## src/rtl/uart_fifo_tx_pkg.sv

```systemverilog
// Shared types and constants for the FIFO-fed UART transmitter.
// Latency: n/a (declarations only).
// Backpressure: n/a (declarations only).
package uart_tx_pkg;

    // Frame sequencer states, in the order a frame walks through them.
    typedef enum logic [2:0] {
        ST_IDLE,
        ST_FETCH,
        ST_LOAD,
        ST_START,
        ST_DATA,
        ST_PARITY,
        ST_STOP
    } tx_state_e;

    // Default build: 100 MHz core clock, 115200 baud, 8-bit words.
    localparam int DEF_CLKS_PER_BIT = 868;
    localparam int DEF_DATA_WIDTH   = 8;

    // Counter widths for the default build.
    localparam int BAUD_CNT_W = $clog2(DEF_CLKS_PER_BIT);
    localparam int BIT_CNT_W  = $clog2(DEF_DATA_WIDTH);

    // Line levels.
    localparam logic IDLE_LEVEL  = 1'b1;
    localparam logic START_LEVEL = 1'b0;

    // Counter width able to hold 0..n-1, never narrower than one bit.
    function automatic int cnt_width(input int n);
        return (n > 1) ? $clog2(n) : 1;
    endfunction

endpackage

```

## src/rtl/uart_fifo_tx_if.sv

```systemverilog
// Read port of the TX FIFO as seen by the UART transmitter.
// Latency: read data is valid the cycle after the read strobe.
// Backpressure: the consumer only pops while the empty flag is low.
interface uart_fifo_tx_if #(
    parameter int DATA_WIDTH = 8
);
    logic [DATA_WIDTH-1:0] fifo_data_out;
    logic                  fifo_empty;
    logic                  fifo_read;

    // The transmitter drives the pop strobe and consumes data/empty.
    modport master (
        input  fifo_data_out,
        input  fifo_empty,
        output fifo_read
    );

    // The FIFO side supplies data/empty and receives the pop strobe.
    modport slave (
        output fifo_data_out,
        output fifo_empty,
        input  fifo_read
    );
endinterface

```

## src/rtl/uart_fifo_tx_baud_tick.sv

```systemverilog
// Bit-period timer: pulses tick in the last clock of every CLKS_PER_BIT window.
// Latency: first tick arrives CLKS_PER_BIT cycles after clear drops.
// Backpressure: none; clear holds the count at zero.
module uart_baud_tick
    import uart_tx_pkg::*;
#(
    parameter int CLKS_PER_BIT = DEF_CLKS_PER_BIT
) (
    input  logic clock,
    input  logic rst_n,
    input  logic clear,
    output logic tick
);
    localparam int             W    = cnt_width(CLKS_PER_BIT);
    localparam logic [W-1:0]   LAST = W'(CLKS_PER_BIT - 1);

    logic [W-1:0] cnt_q, cnt_d;

    // Next count: held at zero while cleared, wraps to zero at each bit boundary.
    always_comb begin
        cnt_d = cnt_q;
        if (clear || (cnt_q == LAST)) begin
            cnt_d = '0;
        end else begin
            cnt_d = cnt_q + W'(1);
        end
    end

    // Count register.
    always_ff @(posedge clock or negedge rst_n) begin
        if (!rst_n) begin
            cnt_q <= '0;
        end else begin
            cnt_q <= cnt_d;
        end
    end

    assign tick = (cnt_q == LAST);

endmodule

```

## src/rtl/uart_fifo_tx.sv

```systemverilog
// Pops bytes from the TX FIFO and serialises them as UART frames (start, data LSB first, parity, stop).
// Latency: FIFO pop 1 cycle after non-empty is sampled in idle, start bit 3 cycles after.
// Backpressure: never pops an empty FIFO; enable low stops new frames but finishes the current one.
module uart_fifo_tx
    import uart_tx_pkg::*;
#(
    parameter int DATA_WIDTH   = DEF_DATA_WIDTH,
    parameter int CLKS_PER_BIT = DEF_CLKS_PER_BIT,
    parameter int PARITY_EN    = 0,
    parameter int PARITY_ODD   = 0,
    parameter int STOP_BITS    = 1
) (
    input  logic           clock,
    input  logic           rst_n,
    input  logic           enable,
    uart_fifo_tx_if.master fifo,
    output logic           tx,
    output logic           busy,
    output logic           tx_done
);
    localparam int              BW       = cnt_width(DATA_WIDTH);
    localparam logic [BW-1:0]   LAST_BIT = BW'(DATA_WIDTH - 1);
    localparam logic            LAST_STP = 1'(STOP_BITS - 1);

    if (CLKS_PER_BIT < 2) begin : g_bad_cpb
        $error("uart_fifo_tx: CLKS_PER_BIT must be at least 2");
    end
    if ((STOP_BITS != 1) && (STOP_BITS != 2)) begin : g_bad_stop
        $error("uart_fifo_tx: STOP_BITS must be 1 or 2");
    end

    tx_state_e             state_q, state_d;
    logic [BW-1:0]         bit_cnt_q, bit_cnt_d;
    logic                  stop_cnt_q, stop_cnt_d;
    logic [DATA_WIDTH-1:0] shift_q, shift_d;
    logic                  parity_q, parity_d;
    logic                  tx_q, tx_d;
    logic                  rd_q, rd_d;
    logic                  baud_clr;
    logic                  baud_tick;
    logic                  last_stop;
    logic                  can_fetch;

    // The bit timer only runs in bit-timed states, so it always starts a bit at zero.
    assign baud_clr  = (state_q == ST_IDLE) || (state_q == ST_FETCH) || (state_q == ST_LOAD);
    assign last_stop = (stop_cnt_q == LAST_STP);
    assign can_fetch = enable && !fifo.fifo_empty;

    uart_baud_tick #(
        .CLKS_PER_BIT (CLKS_PER_BIT)
    ) u_baud (
        .clock (clock),
        .rst_n (rst_n),
        .clear (baud_clr),
        .tick  (baud_tick)
    );

    // Frame sequencer next state; line level and pop strobe are derived from the next state
    // so they can be registered without adding a cycle of latency.
    always_comb begin
        state_d    = state_q;
        bit_cnt_d  = bit_cnt_q;
        stop_cnt_d = stop_cnt_q;
        shift_d    = shift_q;
        parity_d   = parity_q;
        tx_d       = IDLE_LEVEL;
        rd_d       = 1'b0;

        case (state_q)
            ST_IDLE: begin
                if (can_fetch) begin
                    state_d = ST_FETCH;
                end
            end
            ST_FETCH: begin
                state_d = ST_LOAD;
            end
            ST_LOAD: begin
                shift_d    = fifo.fifo_data_out;
                parity_d   = (^fifo.fifo_data_out) ^ (PARITY_ODD != 0);
                bit_cnt_d  = '0;
                stop_cnt_d = 1'b0;
                state_d    = ST_START;
            end
            ST_START: begin
                if (baud_tick) begin
                    state_d = ST_DATA;
                end
            end
            ST_DATA: begin
                if (baud_tick) begin
                    shift_d = shift_q >> 1;
                    if (bit_cnt_q == LAST_BIT) begin
                        state_d = (PARITY_EN != 0) ? ST_PARITY : ST_STOP;
                    end else begin
                        bit_cnt_d = bit_cnt_q + BW'(1);
                    end
                end
            end
            ST_PARITY: begin
                if (baud_tick) begin
                    state_d = ST_STOP;
                end
            end
            ST_STOP: begin
                if (baud_tick) begin
                    if (last_stop) begin
                        state_d = can_fetch ? ST_FETCH : ST_IDLE;
                    end else begin
                        stop_cnt_d = 1'b1;
                    end
                end
            end
            default: begin
                state_d = ST_IDLE;
            end
        endcase

        case (state_d)
            ST_START:  tx_d = START_LEVEL;
            ST_DATA:   tx_d = shift_d[0];
            ST_PARITY: tx_d = parity_d;
            default:   tx_d = IDLE_LEVEL;
        endcase
        rd_d = (state_d == ST_FETCH);
    end

    // State, datapath and registered outputs; reset drops any frame in flight and idles the line.
    always_ff @(posedge clock or negedge rst_n) begin
        if (!rst_n) begin
            state_q    <= ST_IDLE;
            bit_cnt_q  <= '0;
            stop_cnt_q <= 1'b0;
            shift_q    <= '0;
            parity_q   <= 1'b0;
            tx_q       <= IDLE_LEVEL;
            rd_q       <= 1'b0;
        end else begin
            state_q    <= state_d;
            bit_cnt_q  <= bit_cnt_d;
            stop_cnt_q <= stop_cnt_d;
            shift_q    <= shift_d;
            parity_q   <= parity_d;
            tx_q       <= tx_d;
            rd_q       <= rd_d;
        end
    end

    assign tx             = tx_q;
    assign fifo.fifo_read = rd_q;
    assign busy           = (state_q != ST_IDLE);
    assign tx_done        = (state_q == ST_STOP) && baud_tick && last_stop;

endmodule
```

## src/flat_wrapper.sv

```systemverilog
// flat-port wrapper written by rule: the top's interface ports become plain ports
module uart_fifo_tx_flat import uart_tx_pkg::*;
#(
    parameter int DATA_WIDTH   = DEF_DATA_WIDTH,
    parameter int CLKS_PER_BIT = DEF_CLKS_PER_BIT,
    parameter int PARITY_EN    = 0,
    parameter int PARITY_ODD   = 0,
    parameter int STOP_BITS    = 1
)
  (clock, rst_n, enable, tx, busy, tx_done, fifo_fifo_data_out, fifo_fifo_empty, fifo_fifo_read);
  uart_fifo_tx_if #(.DATA_WIDTH(DATA_WIDTH)) fifo_i ();
  input  logic clock;
  input  logic rst_n;
  input  logic enable;
  output logic tx;
  output logic busy;
  output logic tx_done;
  input wire logic [$bits(fifo_i.fifo_data_out)-1:0] fifo_fifo_data_out;
  input wire logic [$bits(fifo_i.fifo_empty)-1:0] fifo_fifo_empty;
  output wire logic [$bits(fifo_i.fifo_read)-1:0] fifo_fifo_read;
  assign fifo_i.fifo_data_out = fifo_fifo_data_out;
  assign fifo_i.fifo_empty = fifo_fifo_empty;
  assign fifo_fifo_read = fifo_i.fifo_read;
  uart_fifo_tx #(.DATA_WIDTH(DATA_WIDTH), .CLKS_PER_BIT(CLKS_PER_BIT), .PARITY_EN(PARITY_EN), .PARITY_ODD(PARITY_ODD), .STOP_BITS(STOP_BITS)) u_core (.clock(clock), .rst_n(rst_n), .enable(enable), .fifo(fifo_i), .tx(tx), .busy(busy), .tx_done(tx_done));
endmodule
```

## config.mk

```make
export PLATFORM = sky130hd
export DESIGN_NAME = uart_fifo_tx_flat
export DESIGN_NICKNAME = d
export VERILOG_FILES = /design/src/rtl/uart_fifo_tx_pkg.sv /design/src/rtl/uart_fifo_tx_if.sv /design/src/rtl/uart_fifo_tx_baud_tick.sv /design/src/rtl/uart_fifo_tx.sv /design/src/flat_wrapper.sv
export SDC_FILE = /design/constraint.sdc
export NUM_CORES = 1
export LEC_CHECK = 0
export BUFFER_PORTS_ARGS = -buffer_cell sky130_fd_sc_hd__buf_2
export CORE_ASPECT_RATIO = 1.2
export CORE_UTILIZATION = 62
export CTS_CLUSTER_SIZE = 30
export DETAILED_ROUTE_END_ITERATION = 16
export PLACE_DENSITY = 0.89
export SLEW_MARGIN = 20
export SYNTH_ARGS = -nofsm -noshare
export SYNTH_HDL_FRONTEND = slang
export SYNTH_HIERARCHICAL = 1
export SYNTH_SLANG_ARGS = --single-unit
```

## constraint.sdc

```tcl
create_clock -name clock -period 4.8 [get_ports clock]
set_clock_uncertainty 0.05 [all_clocks]
set_input_delay 0.48 -clock clock [delete_from_list [all_inputs] [get_ports clock]]
set_output_delay 0.48 -clock clock [all_outputs]
set_load 0.02 [all_outputs]
```

Yosys cells after proc, flatten, opt, wreduce, memory -nomap -nowiden
Index checks and enable logic that the tools add are counted.
{"block": "classes", "mux": 20, "n_bitwise": 1, "n_eq_ne": 15, "n_reduce_logical": 15, "addsub": 2}
{"op": "$mux 3", "n": 9}
{"op": "$pmux 3 s7", "n": 1}
{"op": "$eq 3x3->1 const B", "n": 6}
{"op": "$pmux 8 s2", "n": 1}
{"op": "$add 10x1->10 const B", "n": 1}
{"op": "$eq 10x10->1 const B", "n": 1}
{"op": "$mux 10", "n": 1}
{"op": "$eq 3x2->1 const B", "n": 3}
{"op": "$mux 8", "n": 1}
{"op": "$reduce_xor 8->1", "n": 1}
{"op": "$eq 3x1->1 const B", "n": 2}
{"op": "$pmux 3 s2", "n": 1}
{"op": "$mux 1", "n": 4}
{"op": "$ne 2x1->1 const B", "n": 2}
{"op": "$reduce_and 2->1", "n": 2}
{"op": "$reduce_bool 2->1", "n": 2}
{"op": "$add 3x1->3 const B", "n": 1}
{"op": "$logic_and 1x1->1", "n": 3}
{"op": "$logic_not 3->1", "n": 1}
{"op": "$logic_or 1x1->1", "n": 3}
{"op": "$pmux 1 s3", "n": 1}
{"op": "$reduce_and 3->1", "n": 1}
{"op": "$reduce_bool 3->1", "n": 1}
{"op": "$ne 2x2->1 const B", "n": 1}
{"op": "other kinds (3)", "n": 3}
{"block": "word_totals", "output_inout_bits": 4, "word_cells": 62, "ff_bits": 28, "in_bits": 12}

Depth between registers and ports, before layout
{"block": "logic_depth", "depth_word": 8, "depth_mapped": 9, "ltp_nobuf": 8}

Cells and area by module
Netlist, hierarchy kept.
{"mod": "uart_fifo_tx", "seq_area_each_um2": 451.7, "area_each_um2": 1002.2, "instances": 1, "cells_per_inst": 95}
{"mod": "uart_baud_tick", "seq_area_each_um2": 250.2, "area_each_um2": 514.2, "instances": 1, "cells_per_inst": 52}

Worst setup path after synthesis
No wires, ideal clock.
{"block": "synth_timing", "path_kind": "flip-flop to output port", "startpoint": "register u_core.u_baud.cnt_q[3]", "endpoint": "output tx_done", "path_stages_with_launch": 5, "arrival_ns": 1.924, "slack_ns": 2.346, "required_ns": 4.270, "cell_sequence": "dfrtp_1 > or4_4 > nor3_1 > nand2_1 > nor3_1"}
{"block": "synth_via", "elab_chain_len": 3}
{"item": "from (decl)", "line_no": "uart_fifo_tx_baud_tick.sv:17", "rtl": "logic [W-1:0] cnt_q, cnt_d;"}
{"item": "from (signal assigned)", "line_no": "uart_fifo_tx_baud_tick.sv:34", "rtl": "cnt_q <= cnt_d;"}
{"item": "$eq 10x10->1", "line_no": "uart_fifo_tx_baud_tick.sv:38", "rtl": "assign tick = (cnt_q == LAST);"}
{"item": "net u_core.baud_tick", "line_no": "uart_fifo_tx.sv:40", "rtl": "logic baud_tick;"}
{"item": "$logic_and 1x1->1 (2 in a row)", "line_no": "uart_fifo_tx.sv:152", "rtl": "assign tx_done = (state_q == ST_STOP) && baud_tick && last_stop;"}
{"item": "to (decl)", "line_no": "flat_wrapper.sv:17", "rtl": "output logic tx_done;"}
The timed path passes the listed nets, and every way through them passes these cells.

Final worst setup path
Ends and elaborated chain as after synthesis.

==> key figures <==
Finish
  • Nets: 177
  • Commonest non-fill, non-tap cell in the layout: dfrtp_1
  • Commonest non-fill, non-tap cells in the layout: dfrtp_1, nand2_1, buf_2
  • Register area: approximately 700 µm²
  • Layout overhead on the synthesized area: 7.01%
  • Final core utilization: 0.704
  • Antenna diode count: 0
  • Layout cells sized above 1: 0.180
  • Area of the multi-input gates: roughly 770 µm²
  • Fillers: about 180

Floorplan
  • Die Y: 56.2 µm
  • Die ar.: approximately 2600 µm²
  • Top Ports: 16
  • Starting density of the core: 0.658
  • Die W: about 47 µm
  • Core Region: roughly 2300 µm²
  • # rows: 19

STA
  • WHS: 0.0773 ns
  • Fin crit share: 0.599
  • Slew headroom: 0.547
  • RSZ-0062 raised after global routing: no
  • Fmax: 0.348 GHz
  • Final Critical Period: 2.87 ns
  • Worst slew pin tran: just under 0.7 ns
  • Finish-stage setup viols: 0
  • Final Hold Vio Count: 0
  • Final TNS setup: 0 ns
  • Max Slew Vio Count: 0
  • Setup ws final: 1.93 ns

Logic synthesis
  • Count of different cell masters after synthesis: 46
  • Synth Flop Type: dfrtp_1
  • Number of flops mapped to enable cells by yosys: 0
  • Synthesized Nets: 162
  • Synth top area cells: dfrtp_1, nand2_1, xnor2_1, a22oi_1, a21oi_1
  • Adder-Cell Fraction of Synth Area: 0.0248
  • Synth warn: 6
  • Mux cell area share after synthesis: 0.00743
  • Flops & latches, synth: 28
  • Mapped Area: 1520 µm²
  • Async S/R FF share, synth: 1.00
  • Synth area leader: dfrtp_1
  • Fraction of the mapped netlist area in compound gates: 0.164
  • Sequential area share after synthesis: 0.463
  • Synth Area in XOR/XNOR: 0.0578
  • Post-synth top area share: 0.446
  • Post-Synth Simple-Gate Area: 0.251
  • Syn avg cell area: 10.3 µm²
  • Largest family of logic cells by synthesized area: simple AND/OR/NAND/NOR gates
  • Gate Count Post-Synth: 147

Critical path
  • Crit Path Category: reg -> out
  • Setup crit start kind: flop
  • CP max stage delay: 0.58 ns
  • CP cell instances: or4_4 > nor3_1 > nand2_1 > nor3_1 > buf_2
  • Crit. End Element: output pin
  • CP Max Fanout: 6
  • WP data arrival: 2.34 ns
  • CP delay by family, top: simple AND/OR/NAND/NOR gates
  • Slowest stage cell, crit path: or4_4
  • Most frequent CP cell: nor3_1
  • Worst Path Buf+Inv: 1
  • Crit path required time: 4.27 ns

Status
  • Run status: completed

Global route
  • Vias in the first global route: around 1100
  • Pin count of the biggest net entering global routing: 29
  • Total GRT Usage: 0.252
  • GR peak layer: met2
  • Grt met1 use: 0.333
  • Grt met2 use: 0.401
  • First-pass GRT wire length: approximately 4800 µm
  • Initial antenna violation count: 0
  • Overflow after GRT: 0
  • Met3 Use GR: 0.0422

Clock tree
  • # clock sinks: 28
  • Clock Tree Root: clkbuf_4
  • Hold Buf Count CTS: 0
  • Worst-skew pair later-pin latency: ~0.33 ns
  • H-tree levels: 1
  • CTS Buf Count: 3
  • Number of gates resized after cts: 0
  • Buffer count from post-CTS setup fixing: 0
  • CTS clk-pin slew, worst paths: 0.15 ns
  • Buffer depth of the longest clock path: 2
  • CTS tree: built

Detailed routing
  • Routed vias/inst: approximately 6.0
  • Final WL: about 2800 µm
  • DRT Pass-1 Iters: 4
  • Wire per inst: 14.7 µm
  • Remaining antenna violation count: 0
  • DRC Markers: 0
  • Initial drt markers: 45
  • Via Count: 1145

Pwr
  • Power Dens Cells: 405 nW/µm²
  • Leak Pwr: 0.728 nW
  • Pwr Total: 0.000657 W
  • Max rail drop VDD: roughly 340 µV

Hold path
  • HP Class: in -> async

Placed design
  • Final RePlAce weighted congestion: between 0.9 and 1
  • Place WS: 2.08 ns
  • HPWL Detailed: 2010 µm
  • Port Buffers: 15

Flow run
  • Max Cap Viol: 0
[registers in the layout, indices dropped and copies added, names as in the netlist]
signal / cells
u_core/state_q: 3
u_core/shift_q: 8
u_core/u_baud/cnt_q: 10
u_core/tx: 1
u_core/stop_cnt_q: 1
u_core/fifo.fifo_read: 1
u_core/bit_cnt_q: 3
u_core/parity_q: 1
[power breakdown]
group | switching (W) | internal, W | leakage (nW)
Combinational | 0.000112 | 0.0000866 | 0.358
Sequential | 0.0000555 | 0.000301 | 0.356
Clock | 0.0000684 | 0.0000327 | 0.0150
[cell type report]
type	instances	share of cell area
clock buffers	4	0.0162
inverters	4	0.00925
multi-input cells	110	0.472
flip-flops and latches	28	0.433
well taps	31	0.0239
repair buffers	15	0.0463
[synth_stat cells (2+ instances only)]
cell type / number
nor3_1: 3
a22o_1: 3
nand4_1: 2
xnor2_1: 8
inv_1: 4
a21oi_1: 9
ha_1: 3
dfrtp_1: 27
nor2b_1: 3
xor2_1: 2
buf_2: 3
o31ai_1: 2
o21ai_0: 5
nand3_1: 5
nor2_1: 9
nand2_1: 19
or3_1: 4
a22oi_1: 8
[metrics by stage]
stage / std cells / instance area [µm²]
finish: 192 / 1620
global route: 192 / 1620
CTS: 192 / 1620
detailed placement: 188 / 1600
global placement: 188 / 1600
floorplan: 147 / 1520
[worst paths after layout]
kind | startpoint | cells after the start | end | slack (ns)
max in group asynchronous | rst_n | 1 | u_core/bit_cnt_q[2]$_DFFE_PN0P_ | 4.23
min in group clock | fifo_fifo_data_out[6] | 3 | u_core/shift_q[6]$_DFFE_PN0P_ | 0.34
max | u_core/u_baud/cnt_q[3]$_DFF_PN0_ | 5 | tx_done | 1.93
min | rst_n | 1 | u_core/shift_q[6]$_DFFE_PN0P_ | 0.08
min reg2reg | u_core/shift_q[2]$_DFFE_PN0P_ | 2 | u_core/shift_q[2]$_DFFE_PN0P_ | 0.45
max reg2reg | u_core/u_baud/cnt_q[3]$_DFF_PN0_ | 5 | u_core/bit_cnt_q[0]$_DFFE_PN0P_ | 2.00
[metal layers]
metal,routed length [µm],part of all wire
met1,1220,0.43
met4,58,0.021
met2,1440,0.51
met3,94,0.033
met5,0,0
[cell families (layout without fill, tap and decap cells)]
kind of cell,count (synthesis),count (layout)
flip-flops,28,28
buffers and inverters,9,23
multiplexers,1,1
adder cells (fa/ha/maj),3,3
XOR/XNOR,10,10
AO/OA/AOI/OAI,35,35
AND/OR/NAND/NOR,61,61
Power figures use the tool's default switching activity.
